### config.mk
export PLATFORM = sky130hd
export DESIGN_NAME = ccm_ctr_rx_unpack
export DESIGN_NICKNAME = d
export VERILOG_FILES = /design/src/rtl/ccm_ctr_rx_unpack.sv
export SDC_FILE = /design/constraint.sdc
export NUM_CORES = 1
export LEC_CHECK = 0
export CAP_MARGIN = 20
export CORE_MARGIN = 4
export CORE_UTILIZATION = 30
export CTS_CLUSTER_DIAMETER = 60
export DETAILED_ROUTE_END_ITERATION = 10
export PLACE_DENSITY = 0.46
export SYNTH_ARGS = -nofsm -noshare
export SYNTH_HDL_FRONTEND = slang
export SYNTH_SLANG_ARGS = --single-unit
### constraint.sdc
create_clock -name clk -period 3.5 [get_ports clk]
set_input_delay 1.05 -clock clk [delete_from_list [all_inputs] [get_ports clk]]
set_output_delay 1.05 -clock clk [all_outputs]
set_load 0.1 [all_outputs]
### src/rtl/ccm_ctr_rx_unpack.sv
// CCM CTR receive unpacker: fetches S0/S1.. keystream blocks, decrypts payload bytes
// through a MIC_LEN-deep holdback line and hands the decrypted MIC tail to the MAC check.
module ccm_ctr_rx_unpack #(
  parameter int WIDTH       = 8,
  parameter int WIDTH_BLOCK = 128,
  parameter int WIDTH_COUNT = 20,
  parameter int MIC_LEN     = 8
) (
  input  logic                     clk,
  input  logic                     reset,
  input  logic [WIDTH-1:0]         input_data,
  input  logic                     input_en,
  input  logic                     input_last,
  output logic                     out_ready,
  output logic                     ks_req,
  output logic [WIDTH_COUNT-1:0]   ks_count,
  input  logic [WIDTH_BLOCK-1:0]   ks_data,
  input  logic                     ks_en,
  output logic [WIDTH-1:0]         out_data,
  output logic                     out_en,
  output logic                     out_last,
  output logic [MIC_LEN*WIDTH-1:0] mic_data,
  output logic                     mic_en,
  output logic                     err_short
);

  localparam int NB     = WIDTH_BLOCK / WIDTH;
  localparam int IDX_W  = $clog2(NB);
  localparam int FILL_W = $clog2(MIC_LEN + 1);
  localparam logic [FILL_W-1:0] FULL     = FILL_W'(MIC_LEN);
  localparam logic [IDX_W-1:0]  LAST_IDX = {IDX_W{1'b1}};

  typedef enum logic [2:0] {S_REQ0, S_REQ1, S_RUN, S_REQN, S_DONE} state_t;

  state_t                   r_state;
  logic [WIDTH_BLOCK-1:0]   r_s0;
  logic [WIDTH_BLOCK-1:0]   r_si;
  logic [WIDTH_COUNT-1:0]   r_cnt;
  logic [IDX_W-1:0]         r_idx;
  logic [FILL_W-1:0]        r_fill;
  logic [WIDTH-1:0]         r_raw [MIC_LEN];
  logic [WIDTH-1:0]         r_dec [MIC_LEN];
  logic                     r_ks_req;
  logic                     r_out_ready;
  logic [WIDTH-1:0]         r_out_data;
  logic                     r_out_en;
  logic                     r_out_last;
  logic [MIC_LEN*WIDTH-1:0] r_mic_data;
  logic                     r_mic_en;
  logic                     r_err_short;

  logic                     w_accept;
  logic                     w_ks_hs;
  logic                     w_full;
  logic [FILL_W-1:0]        w_fill_nx;
  logic [WIDTH-1:0]         w_si_byte;
  logic [WIDTH-1:0]         w_dec;
  logic [WIDTH-1:0]         w_raw_nx [MIC_LEN];
  logic [WIDTH-1:0]         w_dec_nx [MIC_LEN];
  logic [MIC_LEN*WIDTH-1:0] w_mic;

  assign w_accept  = input_en & r_out_ready;
  assign w_ks_hs   = r_ks_req & ks_en;
  assign w_full    = (r_fill == FULL);
  assign w_fill_nx = w_full ? r_fill : r_fill + 1'b1;
  assign w_dec     = input_data ^ w_si_byte;

  // Byte 0 of a keystream block sits in the MSBs.
  always_comb begin
    w_si_byte = '0;
    for (int j = 0; j < NB; j++)
      if (r_idx == IDX_W'(j)) w_si_byte = r_si[WIDTH_BLOCK-1-WIDTH*j -: WIDTH];
  end

  // Holdback line shifts toward index 0; index 0 is the oldest entry once full.
  always_comb begin
    for (int k = 0; k < MIC_LEN - 1; k++) begin
      w_raw_nx[k] = r_raw[k+1];
      w_dec_nx[k] = r_dec[k+1];
    end
    w_raw_nx[MIC_LEN-1] = input_data;
    w_dec_nx[MIC_LEN-1] = w_dec;
    w_mic = '0;
    for (int k = 0; k < MIC_LEN; k++)
      w_mic[MIC_LEN*WIDTH-1-WIDTH*k -: WIDTH] =
        w_raw_nx[k] ^ r_s0[WIDTH_BLOCK-1-WIDTH*k -: WIDTH];
  end

  always_ff @(posedge clk or negedge reset) begin
    if (!reset) begin
      r_state     <= S_REQ0;
      r_s0        <= '0;
      r_si        <= '0;
      r_cnt       <= '0;
      r_idx       <= '0;
      r_fill      <= '0;
      for (int k = 0; k < MIC_LEN; k++) begin
        r_raw[k] <= '0;
        r_dec[k] <= '0;
      end
      r_ks_req    <= 1'b0;
      r_out_ready <= 1'b0;
      r_out_data  <= '0;
      r_out_en    <= 1'b0;
      r_out_last  <= 1'b0;
      r_mic_data  <= '0;
      r_mic_en    <= 1'b0;
      r_err_short <= 1'b0;
    end else begin
      r_out_en    <= 1'b0;
      r_out_last  <= 1'b0;
      r_mic_en    <= 1'b0;
      r_err_short <= 1'b0;
      case (r_state)
        // ks_req drops for one cycle after each handshake so ks_count never moves under a live request
        S_REQ0: begin
          r_ks_req <= ~w_ks_hs;
          if (w_ks_hs) begin
            r_s0    <= ks_data;
            r_cnt   <= WIDTH_COUNT'(1);
            r_state <= S_REQ1;
          end
        end
        S_REQ1, S_REQN: begin
          r_ks_req <= ~w_ks_hs;
          if (w_ks_hs) begin
            r_si        <= ks_data;
            r_idx       <= '0;
            r_out_ready <= 1'b1;
            r_state     <= S_RUN;
          end
        end
        S_RUN: begin
          if (w_accept) begin
            r_raw  <= w_raw_nx;
            r_dec  <= w_dec_nx;
            r_fill <= w_fill_nx;
            r_idx  <= r_idx + 1'b1;
            if (w_full) begin
              r_out_en   <= 1'b1;
              r_out_data <= r_dec[0];
              r_out_last <= input_last;
            end
            if (input_last) begin
              r_out_ready <= 1'b0;
              r_state     <= S_DONE;
              if (w_fill_nx == FULL) begin
                r_mic_en   <= 1'b1;
                r_mic_data <= w_mic;
              end else begin
                r_err_short <= 1'b1;
              end
            end else if (r_idx == LAST_IDX) begin
              r_out_ready <= 1'b0;
              r_cnt       <= r_cnt + 1'b1;
              r_ks_req    <= 1'b1;
              r_state     <= S_REQN;
            end
          end
        end
        S_DONE: begin
          r_cnt    <= '0;
          r_fill   <= '0;
          r_ks_req <= 1'b1;
          r_state  <= S_REQ0;
        end
        default: r_state <= S_REQ0;
      endcase
    end
  end

  assign out_ready = r_out_ready;
  assign ks_req    = r_ks_req;
  assign ks_count  = r_cnt;
  assign out_data  = r_out_data;
  assign out_en    = r_out_en;
  assign out_last  = r_out_last;
  assign mic_data  = r_mic_data;
  assign mic_en    = r_mic_en;
  assign err_short = r_err_short;

endmodule

==> summary.txt <==
Power
  – P_int: 11.9 mW
  – Clock power share: 28.3%
  – PwrDens: 805 nW/um^2
  – Logic pwr share: 29.3%
  – Reg power frac: 42.4%
  – Peak supply drop: 361 uV
  – Leakage: 11.7 nW
  – Net Switching: 6.77 mW
  – Pwr Total: 18.7 mW
  – Sw Ratio: 36.2%

Yosys
  – Adder-cell share of the synthesized area: 0.476%
  – Top post-synthesis cells by area: dfrtp_1 (57%), nand2_1 (16%), mux2_2 (5.4%), mux2_4 (4.0%), xor2_1 (3.7%)
  – Mean Syn Cell Area: 10.0 um^2
  – Post-synth top cells: nand2_1 (761), dfrtp_1 (421), mux2_2 (89), xor2_1 (78), clkbuf_1 (61)
  – Number of synthesis warnings: 0
  – Unique masters post-synth: 57
  – Synth Area in Compound Gates: 6.64%
  – Mapped Cells: 1,834
  – Post-synth EDFFs: 0
  – Yosys top cell area share: 57.3%
  – Most frequent cell after synthesis: nand2_1
  – Synth area leader: dfrtp_1
  – Yosys reg bits: 421
  – Largest family of logic cells by synthesized area: simple AND/OR/NAND/NOR gates
  – Mux contribution to synthesized area: 9.50%
  – Simple-Gate Fraction of Synth Area: 19.5%
  – Syn nets: 1,982
  – Synthesized area: 18,400 um^2
  – Dominant synthesized flop cell: dfrtp_1
  – Post-Synth XOR/XNOR Area: 3.81%
  – Register area share after synthesis: 57.3%
  – Ys async rst share: 100%

Layout
  – Layout cell share with drive strength beyond 1: 17.3%
  – Design area: 23,200 um^2
  – FF+latch area: 10,500 um^2
  – Final core occ: 38.3%
  – Finished Layout Cells: 2,884
  – Filler cell count: 6,051
  – Final nets: 2,208
  – Multi-input logic area: 7390 um^2
  – Synth-to-layout area growth: 26.2%

Global route
  – Initial antenna violation count: 1
  – First-pass GRT wire length: 85,300 um
  – Total Routing Usage GR: 16.5%
  – Total global routing overflow: 0
  – Largest net degree at the start of global routing: 126
  – Vias in the first global route: 13.9k

Floorplan
  – Core ar.: 60,600 um^2
  – # IOs: 239
  – Initial core utilization: 30.4%
  – Die ar.: 65,400 um^2
  – Die width: 256 um
  – Total number of placement rows: 90
  – Die Y: 256 um

Critical path
  – Crit path from: r_fill[0]
  – Worst setup EP type: flop
  – CP arrival: 3390 ps
  – Setup Crit Path Kind: flop to flop
  – Worst reg2reg path depth: 9
  – Worst r2r src: r_fill[0]
  – Critical Path Fanout Max: 49
  – Critical Path RT: 3960 ps
  – Slack of the worst reg-to-reg path: 580 ps
  – Crit path launch type: flop

CTS
  – CTS Sinks: 421
  – Setup Buffers After CTS: 0
  – Num CTS Buffers: 50
  – Clk slew on worst S/H paths: 60 ps
  – CTS tree: yes
  – Post-CTS sizing: 0
  – Latest clock arrival within the worst-skew pair: 600 ps
  – H-tree Lvls: 2
  – Max clock buf depth: 3
  – Root Driver: clkbuf_16
  – CTS Hold Bufs: 0

Route
  – Drt wl/cell: 19.2 um
  – Detailed Routing Iterations Pass 1: 5
  – Detailed-route via count: 13.6k
  – Antenna-violating nets left: 0
  – DR iter-0 viols: 830
  – Final WL: 55,300 um
  – Via density: 4.72
  – Drt drc: 0

Timing
  – Setup TNS after final layout: 0 ps
  – Worst Slack Setup Final: 576 ps
  – Worst Max-Slew Pin Slew: 1050 ps
  – Tmin final: 2920 ps
  – WHS: 408 ps
  – Final Cycle Share: 83.6%
  – RSZ-0062 raised after global routing: no
  – Final setup skew: 25.0 ps
  – Max frequency: 342 MHz
  – Max-slew violation count: 0
  – # setup viols final: 0
  – Max transition margin: 30.0%
  – Fin. Hold Viols: 0

Placed design
  – Detailed placement HPWL: 37,700 um
  – DP Area: 21,500 um^2
  – IO Port Bufs: 238
  – Place WS: 219 ps
  – Placer's final routability congestion estimate: 0.808
  – Number of cells after detailed placement: 2,790

Status
  – Status: finished, final reports clean

Job
  – Max-cap violations: 0

Min path
  – Hold Path Class: primary input to async pin
-- power groups by stage --
stage	Combinational, mW	Sequential [mW]	Clock [mW]
3_3_place_gp	5.48	7.97	0
2_1_floorplan	3.32	8.15	0
5_1_grt	6.12	8.15	5.66
3_5_place_dp	5.56	8.00	0
6_report	5.48	7.93	5.28
4_1_cts	5.59	7.94	5.46
-- worst max-delay path: stages, from the launching register on --
cell and delay [ps]:
dfrtp_1 440, inv_1 110, ha_1 200, nand2_1 110, nor3b_1 220, nor3_1 80
a2111oi_1 840, nand2_4 120, buf_12 280, mux2_4 350
-- registers in the layout (all words and copies together) (netlist names), 4 cells and up --
| signal | flops |
|---|---|
| r_si | 128 |
| mic_data | 64 |
| r_idx | 4 |
| r_raw | 56 |
| r_s0 | 64 |
| r_fill | 4 |
| ks_count | 20 |
| out_data | 8 |
| r_dec | 64 |
-- path summary, 6_finish.rpt --
check / to
max: mic_data[28]
min: mic_data[28]
max reg2reg: mic_data[28]
min reg2reg: r_dec[45]
max in group asynchronous: ks_count[14]
min in group clk: r_dec[45]
-- placed cells by master, fill, tap and decap left out, drive strengths merged, types with 7 or more instances in the layout --
master         instances
nand2                761
dfrtp                421
clkdlybuf4s50        139
mux2                 138
buf                  130
xor2                  78
clkbuf                71
nor2                  58
o21ai                 35
inv                   25
a221oi                23
a21oi                 22
nor2b                 19
clkinv                15
nand3                 14
a22oi                 13
a22o                  13
o221ai                12
nand3b                 8
o22ai                  8
nand4                  7
a21boi                 7
ha                     7
o32ai                  7
-- per-layer routing --
layer	up-vias	routed length (um)	track usage (%)
li1	6495	-	-
met1	6736	26000	23.3
met2	298	25600	26.2
met3	70	2440	2.96
met4	0	1230	4.48
met5	-	0	0
-- cell type report --
| class | instances | share of cell area, % |
|---|---|---|
| Tap cell | 782 | 4.21 |
| Multi-Input combinational cell | 1295 | 31.8 |
| Clock buffer | 71 | 6.21 |
| Sequential cell | 421 | 45.4 |
| Antenna cell | 1 | 0.0108 |
| Timing Repair Buffer | 269 | 11.0 |
| Inverter | 23 | 0.372 |
| Clock inverter | 22 | 1.01 |
-- cells by family after synthesis --
logic type,count (synthesis)
AOI/OAI and AO/OA,170
xor gates and xnor gates,80
adders and majority gates,7
buffers and inverters,118
DFF,421
muxes,139
and+or+nand+nor,899
Power figures use the tool's default switching activity.
